--- src/rtl/eth_rx_frame_ctrl.sv ---
`default_nettype none
// ============================================================================
// Module      : eth_rx_frame_ctrl
// Description : Frame-level sequencer for the RMII receive CRC checker:
//               length/timeout policy, verdict pulses, cksum re-arm, counters.
// Revision    : 1.0 - initial release
// ============================================================================
module eth_rx_frame_ctrl #(
  parameter int MIN_BYTES = 8,
  parameter int MAX_BYTES = 1522,
  parameter int TIMEOUT   = 16,
  parameter int CNT_W     = 16
) (
  input  logic             clk,
  input  logic             rst,
  input  logic             axiiv,
  input  logic [1:0]       axiid,
  input  logic             ck_done,
  input  logic             ck_kill,
  output logic             ck_rst,
  output logic             frame_ok,
  output logic             frame_bad,
  output logic [2:0]       bad_cause,
  output logic [10:0]      frame_bytes,
  output logic [CNT_W-1:0] good_count,
  output logic [CNT_W-1:0] bad_count,
  output logic             busy
);

  localparam int SAT_DIBITS = 4 * (MAX_BYTES + 1);
  localparam int DW         = $clog2(SAT_DIBITS + 1);
  localparam int TW         = $clog2(TIMEOUT + 1);

  localparam logic [DW-1:0] C_SAT       = DW'(SAT_DIBITS);
  localparam logic [DW-1:0] C_MIN_BYTES = DW'(MIN_BYTES);
  localparam logic [TW-1:0] C_TO_LAST   = TW'(TIMEOUT - 1);

  localparam logic [2:0] C_CAUSE_CRC     = 3'd0;
  localparam logic [2:0] C_CAUSE_RUNT    = 3'd1;
  localparam logic [2:0] C_CAUSE_GIANT   = 3'd2;
  localparam logic [2:0] C_CAUSE_TIMEOUT = 3'd3;
  localparam logic [2:0] C_CAUSE_ALIGN   = 3'd4;

  typedef enum logic [1:0] {
    IDLE    = 2'd0,
    RECV    = 2'd1,
    WAIT_CK = 2'd2,
    REPORT  = 2'd3
  } state_t;

  state_t           state_q, state_d;
  logic             prev_axiiv_q;
  logic [DW-1:0]    dibit_cnt_q, dibit_cnt_d;
  logic             giant_q, giant_d;
  logic [TW-1:0]    timer_q, timer_d;
  logic             ck_rst_q, ck_rst_d;
  logic             frame_ok_q, frame_ok_d;
  logic             frame_bad_q, frame_bad_d;
  logic [2:0]       bad_cause_q, bad_cause_d;
  logic [10:0]      frame_bytes_q, frame_bytes_d;
  logic [CNT_W-1:0] good_count_q, good_count_d;
  logic [CNT_W-1:0] bad_count_q, bad_count_d;
  logic             busy_q, busy_d;

  logic             rep;
  logic             rep_bad;
  logic [2:0]       rep_cause;

  // Dibit payload is only counted, never inspected.
  logic unused_axiid;
  assign unused_axiid = ^axiid;

  always_comb begin
    state_d       = state_q;
    dibit_cnt_d   = dibit_cnt_q;
    giant_d       = giant_q;
    timer_d       = timer_q;
    ck_rst_d      = 1'b0;
    frame_ok_d    = 1'b0;
    frame_bad_d   = 1'b0;
    bad_cause_d   = bad_cause_q;
    frame_bytes_d = frame_bytes_q;
    good_count_d  = good_count_q;
    bad_count_d   = bad_count_q;
    rep           = 1'b0;
    rep_bad       = 1'b0;
    rep_cause     = C_CAUSE_CRC;

    case (state_q)
      IDLE: begin
        if (axiiv && !prev_axiiv_q) begin
          state_d     = RECV;
          dibit_cnt_d = {{(DW-1){1'b0}}, 1'b1};
          giant_d     = 1'b0;
        end
      end
      RECV: begin
        if (axiiv) begin
          if (dibit_cnt_q != C_SAT) dibit_cnt_d = dibit_cnt_q + 1'b1;
          giant_d = giant_q | (dibit_cnt_d == C_SAT);
        end else begin
          state_d = WAIT_CK;
          timer_d = '0;
        end
      end
      WAIT_CK: begin
        timer_d = timer_q + 1'b1;
        // A verdict arriving on the timeout cycle takes priority.
        if (ck_done) begin
          rep     = 1'b1;
          rep_bad = 1'b1;
          if (dibit_cnt_q[1:0] != 2'b00)          rep_cause = C_CAUSE_ALIGN;
          else if ((dibit_cnt_q >> 2) < C_MIN_BYTES) rep_cause = C_CAUSE_RUNT;
          else if (giant_q)                       rep_cause = C_CAUSE_GIANT;
          else if (ck_kill)                       rep_cause = C_CAUSE_CRC;
          else                                    rep_bad   = 1'b0;
        end else if (timer_q == C_TO_LAST) begin
          rep       = 1'b1;
          rep_bad   = 1'b1;
          rep_cause = C_CAUSE_TIMEOUT;
        end
      end
      REPORT: begin
        state_d = IDLE;
      end
      default: state_d = IDLE;
    endcase

    // Verdict outputs are loaded on the edge that enters REPORT.
    if (rep) begin
      state_d       = REPORT;
      ck_rst_d      = 1'b1;
      frame_bytes_d = 11'(dibit_cnt_q >> 2);
      if (rep_bad) begin
        frame_bad_d = 1'b1;
        bad_cause_d = rep_cause;
        if (bad_count_q != {CNT_W{1'b1}}) bad_count_d = bad_count_q + 1'b1;
      end else begin
        frame_ok_d = 1'b1;
        if (good_count_q != {CNT_W{1'b1}}) good_count_d = good_count_q + 1'b1;
      end
    end

    busy_d = (state_d != IDLE);
  end

  always_ff @(posedge clk or posedge rst) begin
    if (rst) begin
      state_q       <= IDLE;
      prev_axiiv_q  <= 1'b1;
      dibit_cnt_q   <= '0;
      giant_q       <= 1'b0;
      timer_q       <= '0;
      ck_rst_q      <= 1'b0;
      frame_ok_q    <= 1'b0;
      frame_bad_q   <= 1'b0;
      bad_cause_q   <= '0;
      frame_bytes_q <= '0;
      good_count_q  <= '0;
      bad_count_q   <= '0;
      busy_q        <= 1'b0;
    end else begin
      state_q       <= state_d;
      prev_axiiv_q  <= axiiv;
      dibit_cnt_q   <= dibit_cnt_d;
      giant_q       <= giant_d;
      timer_q       <= timer_d;
      ck_rst_q      <= ck_rst_d;
      frame_ok_q    <= frame_ok_d;
      frame_bad_q   <= frame_bad_d;
      bad_cause_q   <= bad_cause_d;
      frame_bytes_q <= frame_bytes_d;
      good_count_q  <= good_count_d;
      bad_count_q   <= bad_count_d;
      busy_q        <= busy_d;
    end
  end

  assign ck_rst      = ck_rst_q;
  assign frame_ok    = frame_ok_q;
  assign frame_bad   = frame_bad_q;
  assign bad_cause   = bad_cause_q;
  assign frame_bytes = frame_bytes_q;
  assign good_count  = good_count_q;
  assign bad_count   = bad_count_q;
  assign busy        = busy_q;

endmodule
`default_nettype wire
--- config.mk ---
export PLATFORM = sky130hd
export DESIGN_NAME = eth_rx_frame_ctrl
export DESIGN_NICKNAME = d
export VERILOG_FILES = /design/src/rtl/eth_rx_frame_ctrl.sv
export SDC_FILE = /design/constraint.sdc
export NUM_CORES = 1
export LEC_CHECK = 0
export CELL_PAD_IN_SITES_DETAIL_PLACEMENT = 0
export CELL_PAD_IN_SITES_GLOBAL_PLACEMENT = 2
export CORE_ASPECT_RATIO = 1.5
export CORE_UTILIZATION = 33
export DETAILED_ROUTE_END_ITERATION = 10
export PLACE_DENSITY_LB_ADDON = 0.12
export SLEW_MARGIN = 15
export SYNTH_ARGS = -nofsm -noshare
export SYNTH_HDL_FRONTEND = slang
export SYNTH_SLANG_ARGS = --single-unit
--- constraint.sdc ---
create_clock -name clk -period 3.6 [get_ports clk]
set_clock_uncertainty 0.1 [all_clocks]
set_input_delay 0.9 -clock clk [delete_from_list [all_inputs] [get_ports clk]]
set_output_delay 0.9 -clock clk [all_outputs]
set_load 0.01 [all_outputs]
Word-level counts from Yosys, hierarchy flattened
Cells that the tools add are included.
- input bits: 7
- latch bits: 0
- memories: 0
- memory bits (writable): 0
- bits in read-only memories: 0
- output and inout port bits: 50
- logic and storage cells: 78
- register bits after elaboration: 72
- equal/unequal tests: 11
- div/mod/pow operators: 0
- bitwise logic cells: 2
- reductions and logical operators: 12
- $add $sub $neg: 4
- order comparisons: 1
- shifts and indexed selects: 0
- muxes and demuxes: 35
- $mul: 0
- operator list (cell ; count):
    $mux W13 ; 5
    $add A16 B1 Y16 const B ; 2
    $ne A16 B16 Y1 const B ; 2
    $pmux W13 S2 ; 1
    $mux W1 ; 16
    $add A13 B1 Y13 const B ; 1
    $eq A13 B13 Y1 const B ; 1
    $ne A13 B13 Y1 const B ; 1
    $mux W2 ; 6
    $lt A11 B4 Y1 const B ; 1
    $pmux W5 S2 ; 1
    $mux W3 ; 3
    $reduce_and A3 Y1 ; 3
    $reduce_bool A2 Y1 ; 4
    $ne A2 B2 Y1 const B ; 3
    $pmux W2 S3 ; 1
    $add A5 B1 Y5 const B ; 1
    $eq A5 B4 Y1 const B ; 1
    $mux W5 ; 1
    $eq A2 B2 Y1 const B ; 2
    $reduce_and A2 Y1 ; 2
    $eq A2 B1 Y1 const B ; 1
    $logic_not A2 Y1 ; 1
    $pmux W1 S2 ; 1
    4 further kinds ; 4

Longest topological paths before layout
Gate-level depths: netlist of the first run.
- word-level depth: 8
- gate-level depth with buffers: 10
- depth with buffers taken out: 8

Worst setup path after synthesis of the first run
OpenSTA, ideal clock, no wires.
- path type: input to register
- start: in ck_kill
- end: reg bad_count_q[1] (netlist: bad_count[1])
- setup time: 125 ps
- required time: 3375 ps
- cell stages on the path: 6
- data arrival time: 2291 ps
- path buffers: 1
- path slack: 1084 ps
- cell sequence: or3b_1 a211o_2 and2_1 clkbuf_1 nand2_1 mux2_2
- longest elaborated chain between the ends: 7
- RTL lines (element ; line ; source):
    start, declared ; 19 ; input logic ck_kill,
    $mux W1 ; 115 ; else if (ck_kill) rep_cause = C_CAUSE_CRC;
    $mux W1 ; 114 ; else if (giant_q) rep_cause = C_CAUSE_GIANT;
    $mux W1 ; 113 ; else if ((dibit_cnt_q >> 2) < C_MIN_BYTES) rep_cause = C_CAUSE_RUNT;
    $mux W1 ; 112 ; if (dibit_cnt_q[1:0] != 2'b00) rep_cause = C_CAUSE_ALIGN;
    $mux W1 ; 109 ; if (ck_done) begin
    $mux W1 ; 89 ; case (state_q)
    $reduce_and A3 Y1 (no line) ; n/a ;
    end signal, assigned ; 174 ; bad_count_q <= bad_count_d;
    end, declared ; 62 ; logic [CNT_W-1:0] bad_count_q, bad_count_d;
Every way passes these cells.
A chain may end at the register's enable or synchronous reset.

Worst setup path in the final report of the first run
- start: in ck_done
- end: reg good_count_q[1] (netlist: good_count[1])
- longest elaborated chain between the ends: 4
- elaborated cells between the ends (all ways): 6
- classes of those cells: 4 x mux; 1 x bitwise; 1 x reduce/logical
- RTL lines (element ; line ; source):
    start, declared ; 18 ; input logic ck_done,
    $mux W1 ; 109 ;
    $mux W1 ; 89 ;
    $not A1 Y1 (no line) ; n/a ;
    $reduce_and A3 Y1 (no line) (*) ; n/a ;
    end signal, assigned ; 173 ; good_count_q <= good_count_d;
    end, declared ; 61 ; logic [CNT_W-1:0] good_count_q, good_count_d;
Every way passes the cells marked *; elsewhere a longest branch is shown, timed or not.

==> results of run 1 <==
[final timing paths]
path                       slack (ps)              to            from
max                               740   good_count[1]         ck_done
min                               380  frame_bytes[1]  frame_bytes[1]
max reg2reg                      1060    bad_count[1]      timer_q[0]
min reg2reg                       380  frame_bytes[1]  frame_bytes[1]
max in group asynchronous        2160    prev_axiiv_q             rst
min in group asynchronous         870   bad_count[13]             rst
[metrics by stage]
stage | power [W] | util (%) | setup slack, ps
finish | 0.00248 | 43.1 | 739
global route | 0.00263 | 43.1 | 673
CTS | 0.00253 | 43.1 | 723
detailed placement | 0.00164 | 40.4 | 394
global placement | 0.00163 | 40.4 | 396
floorplan | 0.00139 | - | 777
[placed cells by master (no fill, tap or decap), types with 2 or more instances in the layout]
cell type and instances:
dfrtp_1 71, nand2_1 58, clkdlybuf4s50_1 54, xnor2_1 24, nor2_1 22, nand3_1 21
o21ai_0 20, nand4_1 17, inv_1 14, and3_1 14, a21oi_1 14, nor3_1 9
clkbuf_16 9, xor2_1 7, buf_4 7, ha_1 6, and2_1 5, o22ai_1 4
mux2_2 3, a31oi_1 3, nor2b_1 2, nor4_4 2, or3b_1 2, and4_1 2
a221oi_1 2, nor4b_1 2, nor4_1 2, nand2b_1 2, nand3b_1 2, clkbuf_1 2
[area by class of cell]
cell class	instances	area share [%]
sequential	72	39.3
multi-input combinational	268	35.9
tap	144	3.92
timing repair buffer	62	13.4
inverter	15	1.23
clock buffer	12	5.37
clock inverter	3	0.927
[power by group]
part           total [W]  internal, W  switching, W  leakage (nW)
logic           0.000562     0.000269      0.000293         0.875
clock network   0.000873     0.000550      0.000322         0.139
registers        0.00105     0.000918      0.000131         0.965
total            0.00248      0.00174      0.000745          1.98
[synthesized netlist by cell type (3+ instances only)]
| master | count |
|---|---|
| dfrtp_1 | 71 |
| nand2_1 | 58 |
| xnor2_1 | 24 |
| nor2_1 | 22 |
| nand3_1 | 21 |
| o21ai_0 | 21 |
| nand4_1 | 17 |
| clkbuf_1 | 15 |
| inv_1 | 15 |
| a21oi_1 | 14 |
| and3_1 | 14 |
| nor3_1 | 9 |
| xor2_1 | 7 |
| buf_2 | 6 |
| ha_1 | 6 |
| and2_1 | 5 |
| o22ai_1 | 4 |
| a31oi_1 | 3 |
| buf_6 | 3 |
| mux2_2 | 3 |
[flip-flops by register name (all words and copies together) (netlist names)]
name	count
bad_cause	3
bad_count	16
busy	1
ck_rst	1
dibit_cnt_q	13
frame_bad	1
frame_bytes	11
frame_ok	1
giant_q	1
good_count	16
prev_axiiv_q	1
state_q	2
timer_q	5
[worst min-delay path, cell delays in order (launching register included)]
cell     delay, ps
dfrtp_1        340
nand2_1         50
nand2_1         50
[routing by layer]
metal / track usage (%) / vias to the layer above / wire (um)
met5: 0 / - / 0
met4: 6.36 / 0 / 120
met3: 3.02 / 9 / 259
met2: 27.4 / 53 / 4160
met1: 20.2 / 1409 / 3800
li1: - / 1419 / -
[kinds of logic after synthesis]
logic type,Yosys count,share of synthesized area [%]
adders and majority gates,6,2.07
xor gates and xnor gates,31,7.48
AOI/OAI and AO/OA,59,10.4
buffers and inverters,39,4.86
DFF,72,49.7
muxes,4,1.21
and+or+nand+nor,168,24.2
==> impl_metrics.py, run 1 <==
metrics = {
    "worst_hold_path": {
        "min_path_type": "flip-flop to flip-flop",
        "whs_path_depth": 2,
    },
    "timing": {
        "slew_headroom_pct": 53.3,
        "fin_crit_sh_pct": 79.5,
        "setup_tns_ps": 0,
        "finalHoldWorstSlack_ps": 378,
        "min_period_ps": 2860,
        "fmax_mhz": 350,
        "grt_setup_unrepaired": "false",
        "slew_violations": 0,
        "hold_violations": 0,
        "tightest_slew_ps": 696,
        "setup_viol": 0,
    },
    "worst_setup_path": {
        "critPathMaxFanout": 16,
        "reg2reg_depth": 8,
        "worst-setup-path-type": "input pin to flip-flop",
        "cpMaxStageDelayCell": "clkdlybuf4s50_1",
        "startpoint_type": "input pin",
        "worstSetupEndpointType": "flip-flop",
        "required_ps": 3710,
        "critPathBufInv": 2,
        "cp_num_cells": 6,
        "critPathArrivalTime_ps": 2970,
        "path_cells": "clkdlybuf4s50_1, or3b_1, a211o_2, a211oi_4, buf_4, mux2_2",
        "slowest_delay_ps": 560,
        "critPathTopFamily": "buffers and inverters",
    },
    "place": {
        "placed_cell_area_sq_um": 4300,
        "dp.cells": 561,
        "io_buffers": 54,
        "place_congestion": 0.729,
        "dp_hpwl_um": 5740,
    },
    "finish": {
        "layout.nets": 441,
        "n_fill_cell": 1065,
        "antenna_cells": 0,
        "fin_cells": 576,
        "drive_gt1_share_pct": 7.87,
        "fin_area_sq_um": 4590,
        "multiInputGateArea_sq_um": 1650,
        "syn_to_final_growth_pct": 26.5,
        "regArea_sq_um": 1800,
    },
    "synth": {
        "synth.avg_cell_area_sq_um": 9.57,
        "syn_inst": 379,
        "yosysWarnings": 0,
        "yosys.area.top_type": "dfrtp_1",
        "synth_ff_type": "dfrtp_1",
        "async_flop_share_pct": 100,
        "ys_types": 52,
        "syn_nets": 392,
        "seq_area_frac_synth_pct": 49.7,
        "synth_top_area_share_pct": 49.0,
        "synth.area.top_cells": "dfrtp_1, nand2_1, xnor2_1",
        "synth_edf_count": 0,
        "synth_area_sq_um": 3630,
        "synth-seq-cells": 72,
    },
    "clock_network": {
        "clk_pin_slew_worst_paths_ps": 60,
        "post_cts_resized": 0,
        "tritoncts.num_buffers": 9,
        "htreeDepth": 3,
        "clockBufferDepth": 2,
        "postCtsHoldBufs": 0,
        "cts_tree": "done",
        "root_buffer": "clkbuf_16",
        "post-cts-setup-buffers": 0,
        "clk_latency_ps": 330,
        "clock_sinks": 72,
    },
    "grt": {
        "grt_pass1_vias": 2800,
        "grt_remaining_overflow": 0,
        "grt_first_pass_wirelength_um": 14200,
        "grtUsageTotal_pct": 16.1,
        "grt_antenna_before_repair": 0,
        "grt_max_degree": 73,
    },
    "route": {
        "vias_per_cell": 5.02,
        "drc": 0,
        "num_vias": 2890,
        "drt-wirelength-per-cell_um": 14.5,
        "drtIter0Drc": 78,
        "firstDrtPassIters": 5,
        "drt-total-wl_um": 8330,
        "ant_nets": 0,
    },
    "power_and_ir_drop": {
        "powerDensity_nw_per_um2": 541,
        "power_leakage_nw": 1.98,
        "ir_drop_uv": 215,
    },
    "floorplan": {
        "core_area_sq_um": 10600,
        "start_util_pct": 34.1,
        "dieArea_sq_um": 11400,
        "die_w_um": 87.6,
        "rows": 46,
        "ios": 57,
        "die_y_um": 130,
    },
    "run_status": {
        "outcome": "completed",
    },
    "run": {
        "cap_violations": 0,
    },
}
No activity file was read; power rests on OpenSTA's default activity.
==> inputs of run 2 (changes only) <==
--- a/config.mk
+++ b/config.mk
@@ -8,7 +8,7 @@
 export CELL_PAD_IN_SITES_DETAIL_PLACEMENT = 0
 export CELL_PAD_IN_SITES_GLOBAL_PLACEMENT = 2
 export CORE_ASPECT_RATIO = 1.5
-export CORE_UTILIZATION = 33
+export CORE_UTILIZATION = 30
 export DETAILED_ROUTE_END_ITERATION = 10
 export PLACE_DENSITY_LB_ADDON = 0.12
 export SLEW_MARGIN = 15
==> constraint.sdc (replaced) <==
create_clock -name clk -period 2.45 [get_ports clk]
set_clock_uncertainty 0.1 [all_clocks]
set_input_delay 0.6125 -clock clk [delete_from_list [all_inputs] [get_ports clk]]
set_output_delay 0.6125 -clock clk [all_outputs]
set_load 0.01 [all_outputs]
==> run 2 against run 1 <==
Compared with the run above: count of clock-buffer cells in the layout increased by 3; non-clock buffer count is 31 higher; final area increased by 5.9%; sequential share of layout area is 2.2 points lower; via count up 2.3%; hold slack hardly changed; utilization decreased by 1.4 points; die area is 9.8% higher; global-route usage is 0.73 points lower; setup slack worse by 530 ps; combinational power up 80%; critical path type is now flip-flop to flip-flop; critical endpoint is now bad_count[14]; largest cell class unchanged.
==> impl_metrics.py, run 2 (synthesis gave the netlist of run 1 again) <==
metrics = {
    "timing": {
        "grt_setup_unrepaired": "false",
        "setup_viol": 0,
        "setup_ws_ps": 206,
        "fin_crit_sh_pct": 91.6,
        "finalHoldWorstSlack_ps": 378,
        "slew_headroom_pct": 66.7,
        "fmax_mhz": 446,
        "hold_violations": 0,
        "slew_violations": 0,
        "tightest_slew_ps": 496,
        "min_period_ps": 2240,
    },
    "grt": {
        "grtUsageTotal_pct": 15.4,
        "grt_antenna_before_repair": 0,
        "grt_pass1_vias": 2863,
        "grt_first_pass_wirelength_um": 14900,
        "grt_remaining_overflow": 0,
        "grt_max_degree": 73,
    },
    "finish": {
        "finish.utilization_pct": 41.7,
        "drive_gt1_share_pct": 14.0,
        "antenna_cells": 0,
        "mostFrequentLayoutCells": "dfrtp_1, nand2_1, clkdlybuf4s50_1",
        "final_common_cell": "dfrtp_1",
        "fin_area_sq_um": 4860,
        "syn_to_final_growth_pct": 34.0,
        "layout.nets": 472,
    },
    "route": {
        "drt-wirelength-per-cell_um": 14.7,
        "drt-total-wl_um": 9010,
        "drtIter0Drc": 60,
        "drc": 0,
        "num_vias": 2957,
        "ant_nets": 0,
        "firstDrtPassIters": 4,
        "vias_per_cell": 4.82,
    },
    "worst_setup_path": {
        "path_cells": "ha_1, and3_1, ha_1, o21ai_2, or3b_1, nor3_2, mux2_2",
        "slowest_delay_ps": 510,
        "crit_path_frequent_cell": "ha_1",
        "required_ps": 2570,
        "worst-setup-path-type": "flip-flop to flip-flop",
        "startpoint_type": "flip-flop",
        "worstSetupEndpointType": "flip-flop",
        "critPathArrivalTime_ps": 2370,
        "cpMaxStageDelayCell": "or3b_1",
        "critPathMaxFanout": 6,
    },
    "floorplan": {
        "core_area_sq_um": 11700,
        "rows": 48,
        "die_w_um": 91.8,
        "start_util_pct": 31.1,
        "ios": 57,
        "die_y_um": 137,
        "dieArea_sq_um": 12500,
    },
    "clock_network": {
        "post-cts-setup-buffers": 0,
        "clk_pin_slew_worst_paths_ps": 60,
        "postCtsHoldBufs": 0,
        "post_cts_resized": 0,
        "clock_sinks": 72,
        "cts_tree": "done",
        "tritoncts.num_buffers": 9,
        "clockBufferDepth": 2,
        "root_buffer": "clkbuf_16",
        "clk_latency_ps": 340,
        "htreeDepth": 3,
    },
    "run": {
        "cap_violations": 0,
    },
    "worst_hold_path": {
        "min_path_type": "flip-flop to flip-flop",
    },
    "run_status": {
        "outcome": "completed",
    },
    "place": {
        "io_buffers": 54,
        "pre_cts_ws_ps": -300,
        "place_congestion": 0.758,
        "placed_cell_area_sq_um": 4550,
        "dp_hpwl_um": 6360,
    },
    "power_and_ir_drop": {
        "ir_drop_uv": 321,
        "power_leakage_nw": 2.16,
        "powerDensity_nw_per_um2": 759,
    },
}
[run 2: metrics by stage]
step	power [W]	setup TNS (ps)	cells
6_report	0.00369	0	614
5_1_grt	0.00393	0	614
4_1_cts	0.00375	0	613
3_5_place_dp	0.00251	-6360	597
3_3_place_gp	0.00250	-6760	597
2_1_floorplan	0.00204	0	379
[run 2: report_power, final]
group          leakage, nW  internal (W)  switching (W)  total (W)
logic                 1.06      0.000479       0.000529    0.00101
clock network        0.134      0.000741       0.000476    0.00122
registers            0.965       0.00135       0.000114    0.00146
total                 2.16       0.00257        0.00112    0.00369
[run 2: final cells by class]
class,count,area (sq um)
clock buffer,15,268
clock inverter,1,5.00
fill,1173,6790
inverter,15,60.1
multi-input combinational,268,1660
sequential,72,1800
tap,150,188
timing repair buffer,93,881
[run 2: worst paths after layout]
check,cells after the start,end,startpoint,slack (ps)
setup / recovery,7,bad_count[14],timer_q[1],210
hold / removal,2,frame_bytes[0],frame_bytes[0],380
setup reg to reg,7,bad_count[14],timer_q[1],210
hold reg to reg,2,frame_bytes[0],frame_bytes[0],380
max in group asynchronous,3,prev_axiiv_q,rst,1250
min in group asynchronous,3,bad_count[3],rst,580
[run 2: per-layer routing]
metal	share of wire [%]	vias to the layer above	GRT usage [%]
met5	0	-	0
li1	-	1476	-
met2	50	45	25.3
met1	46	1427	19.8
met4	1.5	0	6.08
met3	2.9	9	3.39
[run 2: worst max-delay path: cells and delay by family (launching register included)]
| kind | cells | cell delay [ps] |
|---|---|---|
| adder cells (fa/ha/maj) | 2 | 370 |
| AO/OA/AOI/OAI | 1 | 90 |
| AND/OR/NAND/NOR | 3 | 850 |
| multiplexers | 1 | 350 |
| flip-flops | 1 | 370 |
